<file path="src/rtl/idli_sqi_ctrl_m.sv">
// Quad-SPI (SQI) memory controller: one request per CS frame of CMD, ADDR, DUMMY (reads only) and DATA nibbles.
// Optional burst continuation (HOLD state, i_req_cont port) is enabled by defining IDLI_SQI_CTRL_BURST_EN.
module idli_sqi_ctrl_m #(
  parameter int ADDR_W    = 24,
  parameter int DATA_W    = 16,
  parameter int DUMMY_NIB = 2
) (
  input  logic              i_sqi_gck,
  input  logic              i_sqi_rst,
  input  logic              i_req_vld,
  output logic              o_req_rdy,
  input  logic              i_req_wr,
  input  logic [ADDR_W-1:0] i_req_addr,
  input  logic [DATA_W-1:0] i_req_data,
`ifdef IDLI_SQI_CTRL_BURST_EN
  input  logic              i_req_cont,
`endif
  output logic [DATA_W-1:0] o_rd_data,
  output logic              o_rd_vld,
  output logic              o_mem_sck,
  output logic              o_mem_cs,
  output logic              o_mem_io_mode,
  input  logic [3:0]        i_mem_sio,
  output logic [3:0]        o_mem_sio
);

  localparam int FW = 8 + ADDR_W + DATA_W;
  localparam logic [7:0] CMD_LAST   = 8'd1;
  localparam logic [7:0] ADDR_LAST  = 8'(ADDR_W / 4 - 1);
  localparam logic [7:0] DUMMY_LAST = 8'(DUMMY_NIB - 1);
  localparam logic [7:0] DATA_LAST  = 8'(DATA_W / 4 - 1);

  typedef enum logic [2:0] {
    IDLE,
    CMD,
    ADDR,
    DUMMY,
    DATA,
`ifdef IDLI_SQI_CTRL_BURST_EN
    HOLD,
`endif
    END
  } state_t;

  state_t            state;
  logic [FW-1:0]     sr;
  logic [FW-1:0]     frame;
  logic [3:0]        next_nib;
  logic [7:0]        cnt;
  logic              wr_q;
  logic [DATA_W-1:0] rx;
`ifdef IDLI_SQI_CTRL_BURST_EN
  logic              cont_q;
  logic              pend;
`endif

  function automatic logic [DATA_W-1:0] shift_in(input logic [DATA_W-1:0] v, input logic [3:0] n);
    logic [DATA_W+3:0] t;
    t = {v, n};
    return t[DATA_W-1:0];
  endfunction

  // The whole frame is shifted out of sr MSB-first: command byte, address, write data.
  assign frame    = {(i_req_wr ? 8'h02 : 8'h03), i_req_addr, i_req_data};
  assign next_nib = sr[FW-5 -: 4];

  always_ff @(posedge i_sqi_gck or posedge i_sqi_rst) begin
    if (i_sqi_rst) begin
      state         <= IDLE;
      o_mem_cs      <= 1'b1;
      o_mem_sck     <= 1'b0;
      o_mem_io_mode <= 1'b0;
      o_mem_sio     <= 4'h0;
      o_rd_vld      <= 1'b0;
      o_rd_data     <= '0;
      o_req_rdy     <= 1'b0;
      sr            <= '0;
      cnt           <= 8'd0;
      wr_q          <= 1'b0;
      rx            <= '0;
`ifdef IDLI_SQI_CTRL_BURST_EN
      cont_q        <= 1'b0;
      pend          <= 1'b0;
`endif
    end else begin
      o_rd_vld <= 1'b0;
      case (state)
        IDLE: begin
          o_req_rdy <= 1'b1;
          if (i_req_vld && o_req_rdy) begin
            state         <= CMD;
            o_req_rdy     <= 1'b0;
            o_mem_cs      <= 1'b0;
            o_mem_sck     <= 1'b0;
            o_mem_io_mode <= 1'b1;
            o_mem_sio     <= frame[FW-1 -: 4];
            sr            <= frame;
            wr_q          <= i_req_wr;
            cnt           <= 8'd0;
`ifdef IDLI_SQI_CTRL_BURST_EN
            cont_q        <= i_req_cont;
`endif
          end
        end
        CMD, ADDR, DUMMY, DATA: begin
          if (!o_mem_sck) begin
            o_mem_sck <= 1'b1;
          end else begin
            // End of phase H: sample input, advance to the next nibble slot.
            o_mem_sck <= 1'b0;
            cnt       <= cnt + 8'd1;
            sr        <= sr << 4;
            o_mem_sio <= next_nib;
            case (state)
              CMD: begin
                if (cnt == CMD_LAST) begin
                  state <= ADDR;
                  cnt   <= 8'd0;
                end
              end
              ADDR: begin
                if (cnt == ADDR_LAST) begin
                  cnt <= 8'd0;
                  if (!wr_q && (DUMMY_NIB != 0)) begin
                    state         <= DUMMY;
                    o_mem_io_mode <= 1'b0;
                    o_mem_sio     <= 4'h0;
                  end else begin
                    state         <= DATA;
                    o_mem_io_mode <= wr_q;
                    if (!wr_q) o_mem_sio <= 4'h0;
                  end
                end
              end
              DUMMY: begin
                o_mem_sio <= 4'h0;
                if (cnt == DUMMY_LAST) begin
                  state <= DATA;
                  cnt   <= 8'd0;
                end
              end
              DATA: begin
                if (!wr_q) begin
                  o_mem_sio <= 4'h0;
                  rx        <= shift_in(rx, i_mem_sio);
                end
                if (cnt == DATA_LAST) begin
                  cnt           <= 8'd0;
                  o_mem_io_mode <= 1'b0;
                  o_mem_sio     <= 4'h0;
                  if (!wr_q) begin
                    o_rd_data <= shift_in(rx, i_mem_sio);
                    o_rd_vld  <= 1'b1;
                  end
`ifdef IDLI_SQI_CTRL_BURST_EN
                  if (cont_q) begin
                    state     <= HOLD;
                    o_req_rdy <= 1'b1;
                  end else begin
                    state    <= END;
                    o_mem_cs <= 1'b1;
                  end
`else
                  state    <= END;
                  o_mem_cs <= 1'b1;
`endif
                end
              end
              default: state <= IDLE;
            endcase
          end
        end
`ifdef IDLI_SQI_CTRL_BURST_EN
        HOLD: begin
          if (i_req_vld && o_req_rdy) begin
            o_req_rdy <= 1'b0;
            cont_q    <= i_req_cont;
            if (i_req_wr == wr_q) begin
              // Same direction: continue sequentially with only the data phase.
              state         <= DATA;
              cnt           <= 8'd0;
              sr            <= {i_req_data, {(8 + ADDR_W){1'b0}}};
              o_mem_io_mode <= wr_q;
              o_mem_sio     <= wr_q ? i_req_data[DATA_W-1 -: 4] : 4'h0;
            end else begin
              state    <= END;
              o_mem_cs <= 1'b1;
              pend     <= 1'b1;
              wr_q     <= i_req_wr;
              sr       <= frame;
            end
          end
        end
        END: begin
          if (pend) begin
            pend          <= 1'b0;
            state         <= CMD;
            cnt           <= 8'd0;
            o_mem_cs      <= 1'b0;
            o_mem_io_mode <= 1'b1;
            o_mem_sio     <= sr[FW-1 -: 4];
          end else begin
            state     <= IDLE;
            o_req_rdy <= 1'b1;
          end
        end
`else
        END: begin
          state     <= IDLE;
          o_req_rdy <= 1'b1;
        end
`endif
        default: state <= IDLE;
      endcase
    end
  end

endmodule

</file>
<file path="config.mk">
export PLATFORM = sky130hd
export DESIGN_NAME = idli_sqi_ctrl_m
export DESIGN_NICKNAME = d
export VERILOG_FILES = /design/src/rtl/idli_sqi_ctrl_m.sv
export SDC_FILE = /design/constraint.sdc
export NUM_CORES = 1
export LEC_CHECK = 0
export ABC_AREA = 1
export CORE_UTILIZATION = 54
export CTS_CLUSTER_SIZE = 20
export DETAILED_ROUTE_END_ITERATION = 10
export PLACE_DENSITY = 0.8
export SYNTH_ARGS = -nofsm -noshare
export SYNTH_HDL_FRONTEND = slang
export SYNTH_SLANG_ARGS = --single-unit
</file>
<file path="constraint.sdc">
create_clock -name i_sqi_gck -period 4.2 [get_ports i_sqi_gck]
set_input_delay 0.84 -clock i_sqi_gck [delete_from_list [all_inputs] [get_ports i_sqi_gck]]
set_output_delay 0.84 -clock i_sqi_gck [all_outputs]
set_load 0.03 [all_outputs]
</file>
## Word level (Yosys, flattened, before mapping)

Index checks and enable logic that the tools add are counted.

- Add/subtract/negate cells: 1
- Reduce and logical (&&, ||, !) cells: 14
- Bitwise logic cells: 1
- Muxes and demuxes: 48
- Equal/unequal tests: 17

Operators with widths:

| kind | number |
|---|---|
| $mux 44 | 2 |
| $pmux 44 s2 | 1 |
| $mux 8 | 5 |
| $pmux 8 s3 | 1 |
| $mux 3 | 7 |
| $mux 4 | 5 |
| $mux 1 | 17 |
| $pmux 8 s2 | 1 |
| $ne 3x3->1 const B | 5 |
| $pmux 3 s4 | 1 |
| $pmux 4 s3 | 1 |
| $reduce_and 6->1 | 2 |
| $pmux 1 s2 | 5 |
| $reduce_and 5->1 | 2 |
| $add 8x1->8 const B | 1 |
| $eq 8x1->1 const B | 1 |
| $eq 8x2->1 const B | 1 |
| $eq 8x3->1 const B | 1 |
| $ne 2x2->1 const B | 4 |
| $pmux 4 s2 | 1 |
| $eq 3x2->1 const B | 2 |
| $eq 3x3->1 const B | 2 |
| $pmux 3 s2 | 1 |
| $reduce_and 2->1 | 2 |
| 9 further kinds | 10 |

- Bits in registers: 93
- Logic and storage cells: 93
- Output and inout port bits: 25
- Bits of input ports: 48

## Depth between registers and ports, before layout

- Depth after elaboration: 5
- Depth in mapped cells: 11
- Mapped depth without buffers: 9

## Least setup slack after synthesis

Ideal clock, no wire load.

- Path kind: in2reg
- From: input i_req_vld
- To: register sr[18]
- Library setup time: 0.121 ns
- Arrival: 1.633 ns
- Stages: 10
- Setup slack: 2.446 ns
- Path buffers: 2
- Data required time: 4.079 ns
- Cell sequence: nand2_1 -> nand3_2 -> nand2_2 -> inv_2 -> nand2_4 -> inv_4 -> buf_6 -> buf_6 -> nand2_2 -> o21ai_2

- Cells in the longest elaborated chain, start to end: 3

RTL lines:

| what | RTL line | source |
|---|---|---|
| from (decl) | 10 | `input logic i_req_vld,` |
| $logic_and 1x1->1 | 90 | `if (i_req_vld && o_req_rdy) begin` |
| $ne 2x2->1 (no line) | - |  |
| $reduce_and 3->1 (no line) | - |  |
| to (signal assigned) | 97 | `sr <= frame;` |
| to (signal assigned) | 112 | `sr <= sr << 4;` |
| to (decl) | 46 | `logic [FW-1:0] sr;` |

No other way between the ends.
A chain may end at the register's enable or synchronous reset.

## Final worst setup path

- From: input i_req_vld
- To: register sr[30]

Same word-level chain as after synthesis.

==> flow_summary.yaml <==
yosys:
  ys_types: 35
  synthTopCellsByCount: "nand2_1, dfrtp_1, inv_1"
  yosys_most_used_dff: "dfrtp_1"
  yosysTopAreaCell: "dfrtp_1"
  synth_enable_flop_cells: 0
  synthCells: 553
  synth.top_cell.area_share_pct: 49.6
  yosys_warnings: 0
  async_flop_share_pct: 100
  yosysSeqAreaShare_pct: 50.1
  synth_most_common_cell: "nand2_1"
  synth_nets: 603
  avgSynthCellArea_sq_um: 8.40
  ys_seq_elements: 93
  synth.cell_area_sq_mm: 0.00464
  netlist_top_cells_area: "dfrtp_1, nand2_1, o21ai_2"
sta:
  hold_viol: 0
  rsz0062_at_grt: "no"
  holdWs_ns: 0.476
  finalSetupViolCount: 0
  tightest_slew_ns: 1.10
  drv_slew: 0
  fmax_mhz: 394
  clock_skew_ns: 0.0106
  relSlewSlack_pct: 26.4
  finalSetupTns_ns: 0
  layout_min_cycle_time_ns: 2.54
  fin_crit_sh_pct: 60.5
clock_tree:
  cts_root_buffer: "clkbuf_8"
  cts_hold_buf: 0
  htree_levels: 3
  tritoncts: "done"
  cts_buffers: 9
  postCtsSetupRepairBufs: 0
  cts.sinks: 93
  clockBufferDepth: 2
  ctsResizeCount: 0
  clk_latency_ns: 0.35
  clkSlewWorstSetupHoldPaths_ns: 0.10
power_and_ir_drop:
  p_per_area_mw_per_mm2: 285
  p_leak_nw: 2.56
  ir_drop_uv: 190
layout:
  ff_latch_area_sq_mm: 0.00233
  drive_gt1_share_pct: 16.3
  diodes: 0
  final_cell_count_no_fill: 725
  finalNetCount: 665
  area_growth_pct: 19.3
  fillCellCount: 680
  multi_input_comb_area_sq_mm: 0.00180
global_routing:
  grt_start_max_net_pins: 86
  grt_pass1_wl_um: 15500
  antenna_found_initial: 0
  grt.overflow.total: 0
  grt_usage_pct: 22.0
  grt_pass1_vias: 3441
drt:
  vias_per_cell: 5.10
  wire_per_inst_um: 12.4
  met2WireLength_um: 4190
  ant_nets: 0
  wl_met3_um: 354
  drc_errors: 0
  wirelength_met1_um: 4320
  top_layer: "met4"
  finalWirelength_um: 9020
  drt_iter0_drc: 173
  dr.pass1.iters: 4
  via_count: 3694
critical_path:
  crit_type: "input pin to register"
  critPathTopFamily: "buffers and inverters"
  worst-path-max-fanout: 85
  ff2ff_setup_slack_ns: 1.78
  max_stage_delay_ns: 0.71
  required_ns: 4.48
  endpoint_kind: "register"
  worstPathCellList: "clkdlybuf4s50_1, nand2_1, nand3_2, nand2_2, inv_2, nand2_4, inv_4, nand2_1, o21ai_1"
  crit_path_start_kind: "input pin"
  cp_slowest_cell: "inv_4"
  crit_buf_inv: 3
  cpMostUsedCell: "nand2_1"
  crit_arrival_ns: 2.82
placed_design:
  gp_congestion: 0.933
  dp_cells: 709
  dp.final_hpwl_um: 6280
  io_buffers: 72
status:
  outcome: "finished clean"
flow_run:
  cap_violations: 0
floorplanning:
  start_util_pct: 56.2
  fp.dieH_um: 94.7
  io_pins: 73
  dieWidth_um: 94.7
  fp-row-count: 33
  core_area_sq_mm: 0.00826
  dieArea_sq_mm: 0.00897
worst_hold_path:
  hold_class: "register to register"
-- worst reg2reg max path, delay by kind of cell, from the launching register on --
family	cells	cell delay, ns
AOI/OAI and AO/OA	1	0.08
and+or+nand+nor	5	1.44
buffers and inverters	2	0.32
DFF	1	0.47
-- power breakdown --
part / switching [mW] / leakage (nW) / internal [mW]
registers: 0 / 1.23 / 0.895
logic: 0.0256 / 1.23 / 0.0402
clock network: 0.332 / 0.102 / 0.284
-- metrics by stage --
stage | setup slack (ns) | util (%) | power (mW) | cell area [sq um]
6_report | 1.66 | 67.1 | 1.58 | 5540
5_1_grt | 1.50 | 67.1 | 1.63 | 5540
4_1_cts | 1.68 | 67.1 | 1.59 | 5540
3_5_place_dp | 1.32 | 64.6 | 0.979 | 5340
3_3_place_gp | 1.42 | 64.6 | 0.980 | 5340
2_1_floorplan | 0.941 | - | 0.926 | 4640
-- final timing paths --
| check | startpoint | endpoint | cells past startpoint |
|---|---|---|---|
| worst max-delay path | i_req_vld | sr[30] | 9 |
| worst min-delay path | o_mem_cs | o_mem_cs | 2 |
| worst max register to register | state[0] | o_rd_data[6] | 8 |
| worst min register to register | o_mem_cs | o_mem_cs | 2 |
| max in group asynchronous | i_sqi_rst | o_mem_cs | 3 |
| min in group asynchronous | i_sqi_rst | sr[14] | 2 |
-- cell usage in the layout, fill, tap and decap left out, types with 2 or more instances in the layout --
cell type and instances:
nand2_1 154, nand2_2 22, xor2_1 2, o21ai_2 32, o21ai_0 54, clkdlybuf4s50_1 72, nand3_1 9, nor3_1 2
o22ai_2 2, inv_1 68, dfrtp_1 92, a21oi_1 2, o21ai_1 30, clkinv_2 2, nand4_1 6, clkbuf_8 9
clkinv_4 2, inv_2 13, ha_1 2, o21bai_1 2, nor2_4 2, nor2_1 20, nand2_4 2, nor2_2 2
inv_6 2, nand3_2 2
-- kinds of logic (layout without fill, tap and decap cells) --
family,count (synthesis),count (layout),share of synthesized area (%)
buf+inv,107,174,11.0
fa+ha+maj,2,2,0.539
simple gates,223,223,21.1
compound gates,126,126,16.9
flops,93,93,50.1
xor+xnor,2,2,0.377
-- flip-flops by register name (all words and copies together), names as in the netlist --
register and flops:
sr 44, rx 12, o_req_rdy 1, o_mem_sio 4, o_rd_vld 1, cnt 8, state 3, o_mem_cs 1
o_mem_io_mode 1, wr_q 1, o_mem_sck 1, o_rd_data 16
-- layout make-up --
class                           instances  share of cell area [%]
Tap cell                              105                    2.37
Multi-Input combinational cell        353                    32.6
Timing Repair Buffer                   74                    13.5
Clock inverter                          7                    1.45
Clock buffer                            9                    2.24
Inverter                               84                    5.85
Sequential cell                        93                    42.0
-- per-layer routing --
metal | up-vias | GRT usage, %
met1 | 1736 | 30.6
met4 | 0 | 8.08
li1 | 1861 | -
met2 | 83 | 35.2
met3 | 14 | 3.14
met5 | - | 0
Power figures use the tool's default switching activity.
